### src/rtl/cpu_pkg.sv
// -----------------------------------------------------------------------------
// cpu_pkg
// Shared CPU constants and types used by the operand-fetch stage and its
// scoreboard.
//   DATA_W      : operand / writeback data width
//   NUM_REGS    : architectural register count
//   REG_ADDR_W  : register address width
//   REG_ZERO    : hard-wired zero register address
// Ports: none (package).
// -----------------------------------------------------------------------------
package cpu_pkg;

    localparam int DATA_W     = 32;
    localparam int NUM_REGS   = 32;
    localparam int REG_ADDR_W = 5;

    typedef logic [REG_ADDR_W-1:0] reg_addr_t;

    localparam reg_addr_t REG_ZERO = '0;

    function automatic logic is_reg_zero(input reg_addr_t addr);
        return addr == REG_ZERO;
    endfunction

endpackage

### src/rtl/operand_fetch_if.sv
// -----------------------------------------------------------------------------
// operand_fetch_if
// Bundles every non-clock/reset signal of the operand-fetch stage.
//   decode side   : in_valid, in_ready, in_rs, in_rt, in_rd, in_wr_en
//   register file : rf_raddr1, rf_raddr2, rf_rdata1, rf_rdata2
//   writeback     : wb_en, wb_addr, wb_data
//   control       : flush
//   execute side  : out_valid, out_ready, out_a, out_b, out_rd, out_wr_en
// Modports:
//   master : surrounding pipeline (drives decode, RF data, writeback, flush,
//            out_ready)
//   slave  : operand_fetch stage
// -----------------------------------------------------------------------------
interface operand_fetch_if
    import cpu_pkg::*;
#(
    parameter int DATA_W = cpu_pkg::DATA_W
);

    logic              in_valid;
    logic              in_ready;
    reg_addr_t         in_rs;
    reg_addr_t         in_rt;
    reg_addr_t         in_rd;
    logic              in_wr_en;

    reg_addr_t         rf_raddr1;
    reg_addr_t         rf_raddr2;
    logic [DATA_W-1:0] rf_rdata1;
    logic [DATA_W-1:0] rf_rdata2;

    logic              wb_en;
    reg_addr_t         wb_addr;
    logic [DATA_W-1:0] wb_data;

    logic              flush;

    logic              out_valid;
    logic              out_ready;
    logic [DATA_W-1:0] out_a;
    logic [DATA_W-1:0] out_b;
    reg_addr_t         out_rd;
    logic              out_wr_en;

    modport master (
        output in_valid, in_rs, in_rt, in_rd, in_wr_en,
        input  in_ready,
        input  rf_raddr1, rf_raddr2,
        output rf_rdata1, rf_rdata2,
        output wb_en, wb_addr, wb_data,
        output flush,
        input  out_valid, out_a, out_b, out_rd, out_wr_en,
        output out_ready
    );

    modport slave (
        input  in_valid, in_rs, in_rt, in_rd, in_wr_en,
        output in_ready,
        output rf_raddr1, rf_raddr2,
        input  rf_rdata1, rf_rdata2,
        input  wb_en, wb_addr, wb_data,
        input  flush,
        output out_valid, out_a, out_b, out_rd, out_wr_en,
        input  out_ready
    );

endinterface

### src/rtl/operand_scoreboard.sv
// -----------------------------------------------------------------------------
// operand_scoreboard
// Pending-write bit vector: one bit per architectural register, set when an
// instruction that writes the register enters the output stage, cleared on
// writeback or when that instruction is flushed. Register zero never pends.
// Ports:
//   CLK, RST      : clock, asynchronous active-high reset
//   set_en/addr   : mark a register pending (wins over any clear)
//   clr_en/addr   : writeback clear
//   flush_en/addr : clear for a flushed output-stage instruction
//   pending       : current scoreboard
// -----------------------------------------------------------------------------
module operand_scoreboard
    import cpu_pkg::*;
#(
    parameter int NUM_REGS = cpu_pkg::NUM_REGS
) (
    input  logic                CLK,
    input  logic                RST,
    input  logic                set_en,
    input  reg_addr_t           set_addr,
    input  logic                clr_en,
    input  reg_addr_t           clr_addr,
    input  logic                flush_en,
    input  reg_addr_t           flush_addr,
    output logic [NUM_REGS-1:0] pending
);

    logic [NUM_REGS-1:0] pending_nxt;

    // Clears are applied first so that a set to the same register in the same
    // cycle survives.
    always_comb begin
        pending_nxt = pending;
        if (clr_en && !is_reg_zero(clr_addr))
            pending_nxt[clr_addr] = 1'b0;
        if (flush_en && !is_reg_zero(flush_addr))
            pending_nxt[flush_addr] = 1'b0;
        if (set_en && !is_reg_zero(set_addr))
            pending_nxt[set_addr] = 1'b1;
        pending_nxt[REG_ZERO] = 1'b0;
    end

    always_ff @(posedge CLK or posedge RST) begin
        if (RST)
            pending <= '0;
        else
            pending <= pending_nxt;
    end

endmodule

### src/rtl/operand_fetch.sv
// -----------------------------------------------------------------------------
// operand_fetch
// Register-read stage: reads both source operands from the register file,
// stalls on read-after-write / write-after-write hazards tracked by a pending
// scoreboard, and holds one instruction in a single output register slice
// towards the execute stage.
// Ports:
//   CLK : clock, rising edge
//   RST : asynchronous active-high reset (clears scoreboard and output stage)
//   bus : operand_fetch_if.slave (decode, register file, writeback, flush,
//         execute handshake)
// Build option:
//   FORWARD_EN : when defined, a source whose writeback is on the bus in the
//                same cycle is taken from wb_data instead of stalling.
// -----------------------------------------------------------------------------
module operand_fetch
    import cpu_pkg::*;
#(
    parameter int DATA_W   = cpu_pkg::DATA_W,
    parameter int NUM_REGS = cpu_pkg::NUM_REGS
) (
    input  logic            CLK,
    input  logic            RST,
    operand_fetch_if.slave  bus
);

    logic [NUM_REGS-1:0] pending;
    logic                fwd_a;
    logic                fwd_b;
    logic                hazard;
    logic                in_ready;
    logic                accept;
    logic                flush_clr;
    logic [DATA_W-1:0]   opnd_a;
    logic [DATA_W-1:0]   opnd_b;

    logic                out_valid;
    logic [DATA_W-1:0]   out_a;
    logic [DATA_W-1:0]   out_b;
    reg_addr_t           out_rd;
    logic                out_wr_en;

    assign bus.rf_raddr1 = bus.in_rs;
    assign bus.rf_raddr2 = bus.in_rt;

    always_comb begin
        fwd_a = 1'b0;
        fwd_b = 1'b0;
`ifdef FORWARD_EN
        // A writeback landing this cycle satisfies the pending source directly.
        fwd_a = bus.wb_en && (bus.wb_addr == bus.in_rs) && !is_reg_zero(bus.in_rs);
        fwd_b = bus.wb_en && (bus.wb_addr == bus.in_rt) && !is_reg_zero(bus.in_rt);
`endif
        hazard = (pending[bus.in_rs] && !fwd_a) ||
                 (pending[bus.in_rt] && !fwd_b) ||
                 (bus.in_wr_en && pending[bus.in_rd]);

        // RST gating keeps the handshake closed while reset is held.
        in_ready = !RST && !hazard && !bus.flush && (!out_valid || bus.out_ready);
        accept   = bus.in_valid && in_ready;

        if (is_reg_zero(bus.in_rs))
            opnd_a = '0;
        else if (fwd_a)
            opnd_a = bus.wb_data;
        else
            opnd_a = bus.rf_rdata1;

        if (is_reg_zero(bus.in_rt))
            opnd_b = '0;
        else if (fwd_b)
            opnd_b = bus.wb_data;
        else
            opnd_b = bus.rf_rdata2;

        // A flushed writer will never write back, so its pending bit is dropped.
        flush_clr = bus.flush && out_valid && out_wr_en;
    end

    operand_scoreboard #(
        .NUM_REGS (NUM_REGS)
    ) u_scoreboard (
        .CLK        (CLK),
        .RST        (RST),
        .set_en     (accept && bus.in_wr_en),
        .set_addr   (bus.in_rd),
        .clr_en     (bus.wb_en),
        .clr_addr   (bus.wb_addr),
        .flush_en   (flush_clr),
        .flush_addr (out_rd),
        .pending    (pending)
    );

    // ---- output stage register ----
    always_ff @(posedge CLK or posedge RST) begin
        if (RST) begin
            out_valid <= 1'b0;
            out_a     <= '0;
            out_b     <= '0;
            out_rd    <= '0;
            out_wr_en <= 1'b0;
        end else if (bus.flush) begin
            out_valid <= 1'b0;
        end else if (accept) begin
            out_valid <= 1'b1;
            out_a     <= opnd_a;
            out_b     <= opnd_b;
            out_rd    <= bus.in_rd;
            out_wr_en <= bus.in_wr_en;
        end else if (bus.out_ready) begin
            out_valid <= 1'b0;
        end
    end

    assign bus.in_ready  = in_ready;
    assign bus.out_valid = out_valid;
    assign bus.out_a     = out_a;
    assign bus.out_b     = out_b;
    assign bus.out_rd    = out_rd;
    assign bus.out_wr_en = out_wr_en;

endmodule

### src/flat_wrapper.sv
// flat-port wrapper written by rule: the top's interface ports become plain ports
module operand_fetch_flat import cpu_pkg::*;
#(
    parameter int DATA_W   = cpu_pkg::DATA_W,
    parameter int NUM_REGS = cpu_pkg::NUM_REGS
)
  (CLK, RST, bus_in_valid, bus_in_rs, bus_in_rt, bus_in_rd, bus_in_wr_en, bus_in_ready, bus_rf_raddr1, bus_rf_raddr2, bus_rf_rdata1, bus_rf_rdata2, bus_wb_en, bus_wb_addr, bus_wb_data, bus_flush, bus_out_valid, bus_out_a, bus_out_b, bus_out_rd, bus_out_wr_en, bus_out_ready);
  operand_fetch_if #(.DATA_W(DATA_W)) bus_i ();
  input  logic CLK;
  input  logic RST;
  input wire logic [$bits(bus_i.in_valid)-1:0] bus_in_valid;
  input wire logic [$bits(bus_i.in_rs)-1:0] bus_in_rs;
  input wire logic [$bits(bus_i.in_rt)-1:0] bus_in_rt;
  input wire logic [$bits(bus_i.in_rd)-1:0] bus_in_rd;
  input wire logic [$bits(bus_i.in_wr_en)-1:0] bus_in_wr_en;
  output wire logic [$bits(bus_i.in_ready)-1:0] bus_in_ready;
  output wire logic [$bits(bus_i.rf_raddr1)-1:0] bus_rf_raddr1;
  output wire logic [$bits(bus_i.rf_raddr2)-1:0] bus_rf_raddr2;
  input wire logic [$bits(bus_i.rf_rdata1)-1:0] bus_rf_rdata1;
  input wire logic [$bits(bus_i.rf_rdata2)-1:0] bus_rf_rdata2;
  input wire logic [$bits(bus_i.wb_en)-1:0] bus_wb_en;
  input wire logic [$bits(bus_i.wb_addr)-1:0] bus_wb_addr;
  input wire logic [$bits(bus_i.wb_data)-1:0] bus_wb_data;
  input wire logic [$bits(bus_i.flush)-1:0] bus_flush;
  output wire logic [$bits(bus_i.out_valid)-1:0] bus_out_valid;
  output wire logic [$bits(bus_i.out_a)-1:0] bus_out_a;
  output wire logic [$bits(bus_i.out_b)-1:0] bus_out_b;
  output wire logic [$bits(bus_i.out_rd)-1:0] bus_out_rd;
  output wire logic [$bits(bus_i.out_wr_en)-1:0] bus_out_wr_en;
  input wire logic [$bits(bus_i.out_ready)-1:0] bus_out_ready;
  assign bus_i.in_valid = bus_in_valid;
  assign bus_i.in_rs = bus_in_rs;
  assign bus_i.in_rt = bus_in_rt;
  assign bus_i.in_rd = bus_in_rd;
  assign bus_i.in_wr_en = bus_in_wr_en;
  assign bus_in_ready = bus_i.in_ready;
  assign bus_rf_raddr1 = bus_i.rf_raddr1;
  assign bus_rf_raddr2 = bus_i.rf_raddr2;
  assign bus_i.rf_rdata1 = bus_rf_rdata1;
  assign bus_i.rf_rdata2 = bus_rf_rdata2;
  assign bus_i.wb_en = bus_wb_en;
  assign bus_i.wb_addr = bus_wb_addr;
  assign bus_i.wb_data = bus_wb_data;
  assign bus_i.flush = bus_flush;
  assign bus_out_valid = bus_i.out_valid;
  assign bus_out_a = bus_i.out_a;
  assign bus_out_b = bus_i.out_b;
  assign bus_out_rd = bus_i.out_rd;
  assign bus_out_wr_en = bus_i.out_wr_en;
  assign bus_i.out_ready = bus_out_ready;
  operand_fetch #(.DATA_W(DATA_W), .NUM_REGS(NUM_REGS)) u_core (.CLK(CLK), .RST(RST), .bus(bus_i));
endmodule
### config.mk
export PLATFORM = sky130hd
export DESIGN_NAME = operand_fetch_flat
export DESIGN_NICKNAME = d
export VERILOG_FILES = /design/src/rtl/cpu_pkg.sv /design/src/rtl/operand_fetch_if.sv /design/src/rtl/operand_scoreboard.sv /design/src/rtl/operand_fetch.sv /design/src/flat_wrapper.sv
export SDC_FILE = /design/constraint.sdc
export NUM_CORES = 1
export LEC_CHECK = 0
export CAP_MARGIN = 25
export CORE_ASPECT_RATIO = 1.75
export CORE_MARGIN = 8
export CORE_UTILIZATION = 35
export DETAILED_ROUTE_END_ITERATION = 8
export GPL_ROUTABILITY_DRIVEN = 0
export PLACE_DENSITY = 0.65
export SLEW_MARGIN = 20
export SYNTH_ARGS = -nofsm -noshare
export SYNTH_HDL_FRONTEND = slang
export SYNTH_SLANG_ARGS = --single-unit
### constraint.sdc
create_clock -name CLK -period 3.7 [get_ports CLK]
set_input_delay 0.74 -clock CLK [delete_from_list [all_inputs] [get_ports CLK]]
set_output_delay 0.74 -clock CLK [all_outputs]
set_load 0.02 [all_outputs]
==> results by group <==
Die
  • Initial Utilization: between 30% and 40%
  • # IOs: a little over 200
  • Die W: 113 um
  • Die height: between 150 and 200 um
  • Die area: between 20000 and 25000 um^2
  • CORE AREA: ~16000 um^2
  • Row count: 62

Synth
  • Syn Nets: a little under 700
  • Area contributors post-synth: dfrtp_1, mux2i_1, nand2_1
  • FF+latch count, synth: about 100
  • Syn avg cell area: 10.2 um^2
  • Share of the synthesized area in the top cell type: between 40% and 50%
  • Post-synth top cells: dfrtp_1, mux2i_1, nand2_1
  • Syn Inst Count: between 500 and 600
  • Compound-Gate Fraction of Synth Area: roughly 13%
  • Register area share after synthesis: between 40% and 50%
  • Post-synthesis simple-gate area fraction: 12.9%
  • XOR/XNOR Fraction of Synth Area: 0%
  • Adder-Cell Fraction of Synth Area: 0%
  • Top_reg_cell synth: dfrtp_1
  • Mux contribution to synthesized area: 20.5%
  • Top cell type by total area after synthesis: dfrtp_1
  • Synth cell types: 43
  • Synth Warn #: 0
  • FFs w/ async S/R, synth: 100%
  • Post-synth EDFFs: 0
  • Largest family of logic cells by synthesized area: multiplexers
  • Synthesized area: 5720 um^2
  • Most numerous cell in the Yosys netlist: dfrtp_1

Drt
  • Routed Antenna Nets: 0
  • Residual DRC: 0
  • 1st-iter DRT viols: around 340
  • Total number of vias: 5169
  • Drt first pass iters: 6
  • Final Routed Wirelength: ~20000 um
  • Wire length per cell: around 21 um
  • DR vias/cell: 5.52

CTS
  • Worst skew pair latency: around 0.34 ns
  • CTS Buf Count: 9
  • Clk buf depth: 2
  • CTS Sinks: between 100 and 150
  • TritonCTS clock tree: built
  • Root buffer cell: clkbuf_16
  • Clock slew at reported path FFs: 0.07 ns
  • H-tree Lvls: 3

Power and ir drop
  • Worst vdd ir: 0.452 mV
  • Static leakage: a little over 4 nW
  • P per Cell Area: roughly 490 nW/um^2
  • Tot Pwr: approximately 0.004 W

Critical path
  • Critical Path End Type: output pin
  • CP Launch Type: input port
  • CP max FO: 12
  • Reg2reg end: u_core.bus.out_a[23]
  • Critical path class: input port to output pin
  • Worst R2R Setup Slack: about 1.1 ns
  • CP Cell Sequence: clkdlybuf4s50_1 -> or3b_2 -> o22ai_1 -> nor4_1 -> buf_4 -> o211ai_2 -> nor4_4 -> buf_4
  • Worst EP arrival: 2.92 ns
  • Largest stage delay, worst path: between 0.6 and 0.7 ns
  • Most used cell, CP: buf_4
  • R2r worst-path depth: 10
  • Worst Path Required: slightly below 3 ns
  • Critical path's slowest cell: clkdlybuf4s50_1
  • Reg2reg start: u_core.u_scoreboard.pending[24]

STA
  • Final Hold Fails: 0
  • Worst Max-Slew Pin Slew: around 0.76 ns
  • Slew headroom: 49.3%
  • Final Cycle Share: 98.9%
  • Setup Skew: ~0.013 ns
  • Final setup vio count: 0
  • Minimum clock period: about 3.7 ns
  • RSZ-0062 raised after global routing: no
  • Max Freq: between 200 and 300 MHz
  • Slew Limit Fails: 0

Cells and area
  • Filler cells: between 1000 and 1500
  • P&R area growth vs syn: 41.7%
  • Final nets: between 800 and 900
  • Layout cells sized above 1: roughly an eighth
  • Util after Layout: around half
  • Antenna Cells: 0
  • Post-route insts no fill: ~940

Placed design
  • Hpwl dp: 15000 um
  • Dpl cells: slightly above 900
  • # port buffers: ~170

Status
  • Status: finished clean

Global route
  • Grt total ovfl: 0
  • Wire length of the first global-routing pass: 30700 um
  • Initial antenna violation count: 0
  • Pin count of the biggest net entering global routing: 53
  • Vias in the first global route: about 5500
  • GR Util All Layers: 18.8%

Min path
  • Hold crit path type: register to register
  • Hold Path Stages: 2
  • Hold_sp: u_core.bus.out_a[9]
  • Hold Path End: u_core.bus.out_a[9]

Job
  • Max Cap Viol: 0
## registers in the layout (all words and copies together) (netlist names)
register,flops
u_core.bus.out_a,32
u_core.bus.out_valid,1
u_core.bus.out_wr_en,1
u_core.u_scoreboard.pending,31
u_core.bus.out_rd,5
u_core.bus.out_b,32
## how the worst max path moves through the flow
| stage | from | slack, ns | end | cells after the start |
|---|---|---|---|---|
| after CTS | bus_in_rs[0] | 0.08 | bus_in_ready | 8 |
| after floorplan | RST | 0.28 | u_core.bus.out_a[0] | 1 |
| after detailed placement | bus_in_rd[2] | -0.40 | bus_in_ready | 7 |
| after global placement | bus_in_rd[2] | -0.31 | bus_in_ready | 7 |
| final | bus_in_rd[4] | 0.04 | bus_in_ready | 8 |
| after global routing | bus_in_rd[4] | 0.007 | bus_in_ready | 8 |
## area by class of cell
class / instances / area, um^2 / area share (%)
well taps: 192 / 240 / 2.96
repair buffers: 216 / 2130 / 26.3
flip-flops and latches: 102 / 2550 / 31.5
inverters: 68 / 258 / 3.18
multi-input cells: 343 / 2630 / 32.4
clock inverters: 6 / 67.6 / 0.833
clock buffers: 10 / 229 / 2.82
## layout by cell type (no fill, tap or decap), drive strengths merged, types with 2 or more instances in the layout
cell / synthesis / layout
clkinvlp: 0 / 2
nor2b: 5 / 5
nand3: 12 / 12
o221ai: 31 / 31
nand3b: 11 / 11
mux2: 13 / 13
o22ai: 9 / 9
buf: 33 / 45
or3: 7 / 7
nor2: 9 / 9
a22oi: 4 / 4
inv: 68 / 70
or3b: 7 / 7
clkdlybuf4s50: 0 / 169
clkbuf: 16 / 10
nor4: 3 / 3
o211ai: 3 / 3
o31ai: 31 / 31
mux2i: 91 / 91
nand2: 79 / 79
mux4: 5 / 5
nor3: 2 / 2
dfrtp: 102 / 102
a21oi: 3 / 3
nand2b: 5 / 5
## per-stage QoR
step / setup TNS [ns] / area, um^2 / setup slack [ns] / hold slack (ns)
6_report: 0 / 8110 / 0.0420 / 0.523
5_1_grt: 0 / 8110 / 0.00656 / 0.543
4_1_cts: 0 / 8070 / 0.0802 / 0.527
3_5_place_dp: -0.414 / 7780 / -0.398 / 0.515
3_3_place_gp: -0.306 / 7780 / -0.306 / 0.506
2_1_floorplan: 0 / 5720 / 0.285 / 0.547
## worst max-delay path: cells and delay by family
family	cells	cell delay, ns
compound gates	2	0.22
buf+inv	3	1.05
simple gates	3	0.90
## layer usage
metal	share of wire, %	track usage, %	up-vias	routed length, um
met5	0	0	-	0
met4	4.0	9.12	0	792
met3	11	7.41	69	2160
met2	49	31.9	328	9660
met1	36	19.9	2444	7040
li1	-	-	2328	-
## power by group
group / internal, W / leakage (nW) / switching [W] / total (W)
Combinational: 0.000721 / 2.69 / 0.000752 / 0.00147
Clock: 0.000529 / 0.139 / 0.000436 / 0.000965
Sequential: 0.00137 / 1.24 / 0.000199 / 0.00157
## repair_timing
item / 4_1_cts / 5_1_grt
setup endpoints to repair: 1 / 1
buffers inserted: 0 / 2
hold endpoints to repair: 0 / 0
pin swaps: 0 / 2
resized for setup: 5 / 4
hold buffers: 0 / 0
## cells by family (layout without fill, tap and decap cells)
kind of cell           after synthesis  in the layout
DFF                                102            102
buffers and inverters              117            300
muxes                              109            109
AOI/OAI and AO/OA                   88             88
and+or+nand+nor                    146            146
(Power assumes the default switching activity.)
